--- src/rtl/minmax_track_4bit_if.sv ---
// Stream interface for minmax_track_4bit: frame start, sample input handshake,
// result output handshake and the frame statistics.
interface minmax_track_4bit_if;
  logic       start;
  logic       in_valid;
  logic [3:0] in_data;
  logic       in_ready;
  logic       out_valid;
  logic       out_ready;
  logic [3:0] max_out;
  logic [3:0] min_out;
  logic [3:0] max_hits;
  logic       busy;

  // Producer/consumer side driving the block
  modport master (
    output start, in_valid, in_data, out_ready,
    input  in_ready, out_valid, max_out, min_out, max_hits, busy
  );

  // The tracker itself
  modport slave (
    input  start, in_valid, in_data, out_ready,
    output in_ready, out_valid, max_out, min_out, max_hits, busy
  );
endinterface

--- src/rtl/minmax_track_4bit.sv ---
// minmax_track_4bit: collects a frame of N_SAMPLES unsigned 4-bit samples and
// reports the largest and smallest value of the frame.
// Optional feature: define MINMAX_HITS_EN to count how many samples of the
// frame equal the maximum (saturating at 15); otherwise max_hits is tied to 0.
module minmax_track_4bit #(
  parameter int unsigned N_SAMPLES = 8
) (
  input  logic                clk,
  input  logic                rst_n,
  minmax_track_4bit_if.slave  bus
);

  localparam int unsigned DW = 4;
  localparam int unsigned CW = 4;
  localparam logic [CW-1:0] N_LAST = CW'(N_SAMPLES);
  localparam logic [CW-1:0] CNT_ONE = CW'(1);

  typedef enum logic [1:0] {
    S_IDLE  = 2'd0,
    S_FIRST = 2'd1,
    S_RUN   = 2'd2,
    S_DONE  = 2'd3
  } state_e;

  state_e          state_q, state_d;
  logic [DW-1:0]   max_q, max_d;
  logic [DW-1:0]   min_q, min_d;
  logic [CW-1:0]   cnt_q, cnt_d;
  logic            in_ready_q, in_ready_d;
  logic            busy_q, busy_d;
  logic            out_valid_q, out_valid_d;
  logic            accept_c;
  logic [CW-1:0]   cnt_inc_c;

  assign accept_c  = bus.in_valid & in_ready_q;
  assign cnt_inc_c = CW'(cnt_q + CNT_ONE);

  // Next-state, running min/max and registered handshake outputs
  always_comb begin
    state_d     = state_q;
    max_d       = max_q;
    min_d       = min_q;
    cnt_d       = cnt_q;
    in_ready_d  = 1'b0;
    busy_d      = 1'b0;
    out_valid_d = 1'b0;

    case (state_q)
      S_IDLE: begin
        if (bus.start) state_d = S_FIRST;
      end
      S_FIRST: begin
        if (accept_c) begin
          max_d   = bus.in_data;
          min_d   = bus.in_data;
          cnt_d   = CNT_ONE;
          state_d = (N_LAST == CNT_ONE) ? S_DONE : S_RUN;
        end
      end
      S_RUN: begin
        if (accept_c) begin
          if (bus.in_data > max_q) max_d = bus.in_data;
          if (bus.in_data < min_q) min_d = bus.in_data;
          cnt_d = cnt_inc_c;
          if (cnt_inc_c == N_LAST) state_d = S_DONE;
        end
      end
      S_DONE: begin
        if (bus.out_ready) state_d = S_IDLE;
      end
      default: state_d = S_IDLE;
    endcase

    // Outputs follow the state being entered so they line up with it
    in_ready_d  = (state_d == S_FIRST) || (state_d == S_RUN);
    busy_d      = (state_d == S_FIRST) || (state_d == S_RUN);
    out_valid_d = (state_d == S_DONE);
  end

  // State and datapath registers
  always_ff @(posedge clk or negedge rst_n) begin
    if (!rst_n) begin
      state_q     <= S_IDLE;
      max_q       <= '0;
      min_q       <= '0;
      cnt_q       <= '0;
      in_ready_q  <= 1'b0;
      busy_q      <= 1'b0;
      out_valid_q <= 1'b0;
    end else begin
      state_q     <= state_d;
      max_q       <= max_d;
      min_q       <= min_d;
      cnt_q       <= cnt_d;
      in_ready_q  <= in_ready_d;
      busy_q      <= busy_d;
      out_valid_q <= out_valid_d;
    end
  end

`ifdef MINMAX_HITS_EN
  localparam logic [DW-1:0] HITS_MAX = DW'(15);

  logic [DW-1:0] hits_q, hits_d;

  // Count of samples equal to the running maximum; a new maximum restarts it
  always_comb begin
    hits_d = hits_q;
    if (accept_c) begin
      if (state_q == S_FIRST) begin
        hits_d = DW'(1);
      end else if (state_q == S_RUN) begin
        if (bus.in_data > max_q) begin
          hits_d = DW'(1);
        end else if ((bus.in_data == max_q) && (hits_q != HITS_MAX)) begin
          hits_d = DW'(hits_q + DW'(1));
        end
      end
    end
  end

  // Hits register
  always_ff @(posedge clk or negedge rst_n) begin
    if (!rst_n) hits_q <= '0;
    else        hits_q <= hits_d;
  end

  assign bus.max_hits = hits_q;
`else
  assign bus.max_hits = '0;
`endif

  assign bus.in_ready  = in_ready_q;
  assign bus.busy      = busy_q;
  assign bus.out_valid = out_valid_q;
  assign bus.max_out   = max_q;
  assign bus.min_out   = min_q;

endmodule

--- src/flat_wrapper.sv ---
// flat-port wrapper written by rule: the top's interface ports become plain ports
module minmax_track_4bit_flat 
#(
  parameter int unsigned N_SAMPLES = 8
)
  (clk, rst_n, bus_start, bus_in_valid, bus_in_data, bus_out_ready, bus_in_ready, bus_out_valid, bus_max_out, bus_min_out, bus_max_hits, bus_busy);
  minmax_track_4bit_if bus_i ();
  input  logic clk;
  input  logic rst_n;
  input wire logic [$bits(bus_i.start)-1:0] bus_start;
  input wire logic [$bits(bus_i.in_valid)-1:0] bus_in_valid;
  input wire logic [$bits(bus_i.in_data)-1:0] bus_in_data;
  input wire logic [$bits(bus_i.out_ready)-1:0] bus_out_ready;
  output wire logic [$bits(bus_i.in_ready)-1:0] bus_in_ready;
  output wire logic [$bits(bus_i.out_valid)-1:0] bus_out_valid;
  output wire logic [$bits(bus_i.max_out)-1:0] bus_max_out;
  output wire logic [$bits(bus_i.min_out)-1:0] bus_min_out;
  output wire logic [$bits(bus_i.max_hits)-1:0] bus_max_hits;
  output wire logic [$bits(bus_i.busy)-1:0] bus_busy;
  assign bus_i.start = bus_start;
  assign bus_i.in_valid = bus_in_valid;
  assign bus_i.in_data = bus_in_data;
  assign bus_i.out_ready = bus_out_ready;
  assign bus_in_ready = bus_i.in_ready;
  assign bus_out_valid = bus_i.out_valid;
  assign bus_max_out = bus_i.max_out;
  assign bus_min_out = bus_i.min_out;
  assign bus_max_hits = bus_i.max_hits;
  assign bus_busy = bus_i.busy;
  minmax_track_4bit #(.N_SAMPLES(N_SAMPLES)) u_core (.clk(clk), .rst_n(rst_n), .bus(bus_i));
endmodule
--- config.mk ---
export PLATFORM = sky130hd
export DESIGN_NAME = minmax_track_4bit_flat
export DESIGN_NICKNAME = d
export VERILOG_FILES = /design/src/rtl/minmax_track_4bit_if.sv /design/src/rtl/minmax_track_4bit.sv /design/src/flat_wrapper.sv
export SDC_FILE = /design/constraint.sdc
export NUM_CORES = 1
export LEC_CHECK = 0
export CAP_MARGIN = 20
export CORE_AREA = 2 2 60 62
export DETAILED_ROUTE_END_ITERATION = 8
export DIE_AREA = 0 0 62 64
export PLACE_DENSITY = 0.62
export SLEW_MARGIN = 20
export SYNTH_ARGS = -nofsm -noshare
export SYNTH_HDL_FRONTEND = slang
export SYNTH_SLANG_ARGS = --single-unit
--- constraint.sdc ---
create_clock -name clk -period 5.4 [get_ports clk]
set_clock_uncertainty 0.2 [all_clocks]
set_input_delay 1.62 -clock clk [delete_from_list [all_inputs] [get_ports clk]]
set_output_delay 1.62 -clock clk [all_outputs]
set_load 0.01 [all_outputs]
# After elaboration in Yosys (flattened, before gate mapping)
# Index checks and enable logic that the tools add are counted.
# word_totals
register_bits,16
latch_bits,0
mem_count,0
romBits,0
ramBits,0
word_cells,43
# op_classes
eq_ne,11
n_shift,0
bitwise_logic,1
n_addsub,1
div,0
reduce_logical,6
muxes,16
magnitude_cmp,2
multipliers,0
# op_table
operator,count
$mux 4,7
$pmux 4 s2,3
$mux 2,5
$eq 2x2->1 const B,4
$ne 2x1->1 const B,4
$pmux 2 s4,1
$reduce_and 4->1,2
$add 4x1->4 const B,1
$eq 2x1->1 const B,2
$eq 4x4->1 const B,1
$gt 4x4->1,1
$lt 4x4->1,1
$reduce_and 3->1,1
$logic_not 2->1,1
$reduce_bool 2->1,1
$and 1x1->1,1
$logic_or 1x1->1,1

# Depth between registers and ports, before layout
# logic_depth
word_depth,7
depth_mapped,8

# Least setup slack after synthesis
# OpenSTA, ideal clock, no wires.
# synth_timing
path_kind,input-to-reg
start,input bus_in_data[2]
end,"register u_core.min_q[1], in the netlist u_core.bus.min_out[1]"
required_time_ns,5.074
setup_ns,0.126
slack_ns,2.322
n_path_buf,0
arrival_time_ns,2.752
path_stages,6
path_cell_list,ha_1 a21oi_4 o21ai_2 a31oi_1 o21ai_2 a221o_1
# synth_via
elab_chain_len,3
# synth_rtl
item,line_no,text
from (decl),flat_wrapper.sv:12,input wire logic [$bits(bus_i.in_data)-1:0] bus_in_data;
$lt 4x4->1,minmax_track_4bit.sv:63,if (bus.in_data < min_q) min_d = bus.in_data;
$ne 2x1->1 (no line),-,
$reduce_and 4->1 (no line),-,
to (signal assigned),minmax_track_4bit.sv:93,min_q <= min_d;
to (decl),minmax_track_4bit.sv:27,"logic [DW-1:0] min_q, min_d;"
# Every way passes these cells.
# A chain may end at the register's enable or synchronous reset.

# Final worst setup path
# Ends and elaborated chain as after synthesis.

==> impl_metrics.yaml <==
run_status:
  status: "completed"
final_layout:
  fin_util_pct: 40.2
  final_cell_count_no_fill: 179
  antenna_cells: 0
  nets: 157
  post_route_cells_drive_above_1_share_pct: 9.02
  syn_to_final_growth_pct: 19.6
logic_synthesis:
  ys_ff_latch: 16
  yosysUniqueCellTypes: 32
  avgSynthCellArea_um2: 9.44
  syn_inst: 117
  ys_top_cells_by_count: "dfrtp_1, ha_1, nand2_1, inv_1"
  yosysMostFrequentCell: "dfrtp_1"
  synth_edf_count: 0
  yosysTopAreaCellShare_pct: 36.2
  netlist_area_um2: 1100
  synth_area_leaders: "dfrtp_1, ha_1, buf_4, mux2_1, nand2_1"
  yosys.area.top_type: "dfrtp_1"
  ys_warn_count: 0
  async_flop_share_pct: 100
  synth_flop_cell: "dfrtp_1"
  seq_area_frac_synth_pct: 36.2
pwr:
  p_sw_share_pct: 41.3
  power.leakage_nw: 0.603
  comb_power_share_pct: 56.4
  pwr-share-seq_pct: 33.5
  internal-power_w: 0.000345
  pwr-share-clk_pct: 10.1
  p_sw_w: 0.000243
  max-vdd-ir-drop_v: 0.000159
  p_total_w: 0.000588
  p_per_area_nw_per_um2: 445
clocking:
  clk_pin_slew_ns: 0.08
  htree_levels: 1
  cts_buffer_depth: 2
  cts_root_buf: "clkbuf_4"
  hold_buffers: 0
  cts_tree: "yes"
  cts_resized: 0
  cts_setup_buffers: 0
  cts_sinks: 16
  cts_inserted_buffers: 3
  clk_latency_ns: 0.28
timing:
  rsz0062_at_grt: "no"
  relSlewSlack_pct: 49.3
  period_minus_slack_ns: 3.49
  drv_slew: 0
  worst_pin_slew_ns: 0.758
  tns_ns: 0
  fmax_mhz: 287
  finalSetupViolCount: 0
  hold_violations: 0
  post-route-period-util_pct: 64.6
job:
  cap_violations: 0
detailed_routing:
  avgViaCountPerCell: 4.83
  wl_um: 2170
  drtIter0Drc: 31
  vias: 865
  first_pass_iters: 4
  drc: 0
  routedWlPerCell_um: 12.1
  postRouteAntennaNets: 0
die:
  core.rowCount: 21
  initial_core_util_pct: 33.6
  coreArea_um2: 3280
  ioPinCount: 24
  die_w_um: 62
  dieArea_um2: 3970
  die_y_um: 64
setup_path:
  critical_path_peak_fanout: 5
  crit_path_end_kind: "flop"
  arrival_ns: 3.45
  cp-start-kind: "input pin"
  required_ns: 5.36
  crit_type: "input pin to flop"
placed_design:
  dp_cells: 176
  dp_hpwl_um: 1590
  port_buffers: 19
  place_congestion: 0.805
global_routing:
  grt_pass1_vias: 798
  grt_pass1_wl_um: 3660
  grt_max_degree: 18
  gr-total-overflow: 0
  antenna_found_initial: 0
  grt_usage_pct: 12.1
hold_path:
  hold_class: "flop to flop"
## layout make-up
type	count	area, um^2
fill	340	1960
timing repair buffer	19	190
clock buffer	3	22.5
multi-input combinational	84	609
tap	46	57.6
sequential	16	400
inverter	11	41.3
## critical path, stage by stage
cell             delay, ns
clkdlybuf4s50_1       0.58
ha_1                  0.31
a21oi_4               0.16
o21ai_2               0.08
a31oi_1               0.21
o21ai_2               0.11
a221o_1               0.38
## cells by family (layout without fill, tap and decap cells)
logic type | count (synthesis) | after routing | share of synthesized area, %
AND/OR/NAND/NOR | 31 | 31 | 13.8
XOR/XNOR | 1 | 1 | 0.793
adder cells (fa/ha/maj) | 13 | 13 | 14.7
other | 1 | 4 | 0.339
flip-flops | 16 | 16 | 36.2
AO/OA/AOI/OAI | 31 | 31 | 20.4
multiplexers | 4 | 4 | 4.08
buffers and inverters | 20 | 33 | 9.63
## sequential cells by signal (all words and copies together), names as in the netlist
register	flops
u_core.state_q	2
u_core.bus.max_out	4
u_core.bus.out_valid	1
u_core.bus.in_ready	1
u_core.bus.min_out	4
u_core.cnt_q	4
## placed cells by master (no fill, tap or decap), types with 2 or more instances in the layout
master / Yosys / layout
nand2_1: 12 / 12
nor2_1: 4 / 4
o21ai_0: 5 / 5
conb_1: 1 / 4
a21oi_1: 6 / 6
o211ai_1: 2 / 2
clkbuf_4: 0 / 3
mux2_1: 4 / 4
nand4_1: 3 / 3
a221o_1: 4 / 4
ha_1: 13 / 13
nand3_1: 6 / 6
o21ai_2: 4 / 4
nor2b_1: 2 / 2
a21o_1: 2 / 2
inv_1: 10 / 10
dfrtp_1: 16 / 16
a31oi_1: 3 / 3
clkdlybuf4s50_1: 0 / 19
## metal layers
layer	vias to the layer above	track usage [%]	share of wire (%)	wire length, um
li1	438	-	-	-
met1	400	18.3	49	1070
met2	25	16.5	44	963
met3	2	3.64	5.3	114
met4	0	3.19	0.88	19
met5	-	0	0	0
## worst paths after layout
kind | from | end | slack, ns | cells past startpoint
max | bus_in_data[2] | u_core.bus.min_out[1]$_DFFE_PN0P_ | 1.91 | 7
min | u_core.cnt_q[2]$_DFFE_PN0P_ | u_core.cnt_q[2]$_DFFE_PN0P_ | 0.33 | 1
max reg2reg | u_core.state_q[0]$_DFF_PN0_ | u_core.bus.max_out[2]$_DFFE_PN0P_ | 3.19 | 6
min reg2reg | u_core.cnt_q[2]$_DFFE_PN0P_ | u_core.cnt_q[2]$_DFFE_PN0P_ | 0.33 | 1
max in group asynchronous | rst_n | u_core.state_q[0]$_DFF_PN0_ | 2.94 | 1
min in group asynchronous | rst_n | u_core.bus.max_out[1]$_DFFE_PN0P_ | 1.58 | 1
## power by group through the flow
stage | combinational, W | clock (W) | sequential, W
2_1_floorplan | 0.000215 | 0 | 0.000206
3_3_place_gp | 0.000326 | 0 | 0.000195
3_5_place_dp | 0.000331 | 0 | 0.000198
4_1_cts | 0.000332 | 0.0000653 | 0.000196
5_1_grt | 0.000370 | 0.0000697 | 0.000204
6_report | 0.000332 | 0.0000595 | 0.000197
## metrics by stage
step	hold WS, ns	area [um^2]	setup slack (ns)
finish	0.328	1320	1.91
global route	0.346	1320	1.79
CTS	0.330	1320	1.94
detailed placement	0.315	1300	1.63
global placement	0.307	1300	1.64
floorplan	0.272	1120	2.32
No activity file was read; power rests on OpenSTA's default activity.
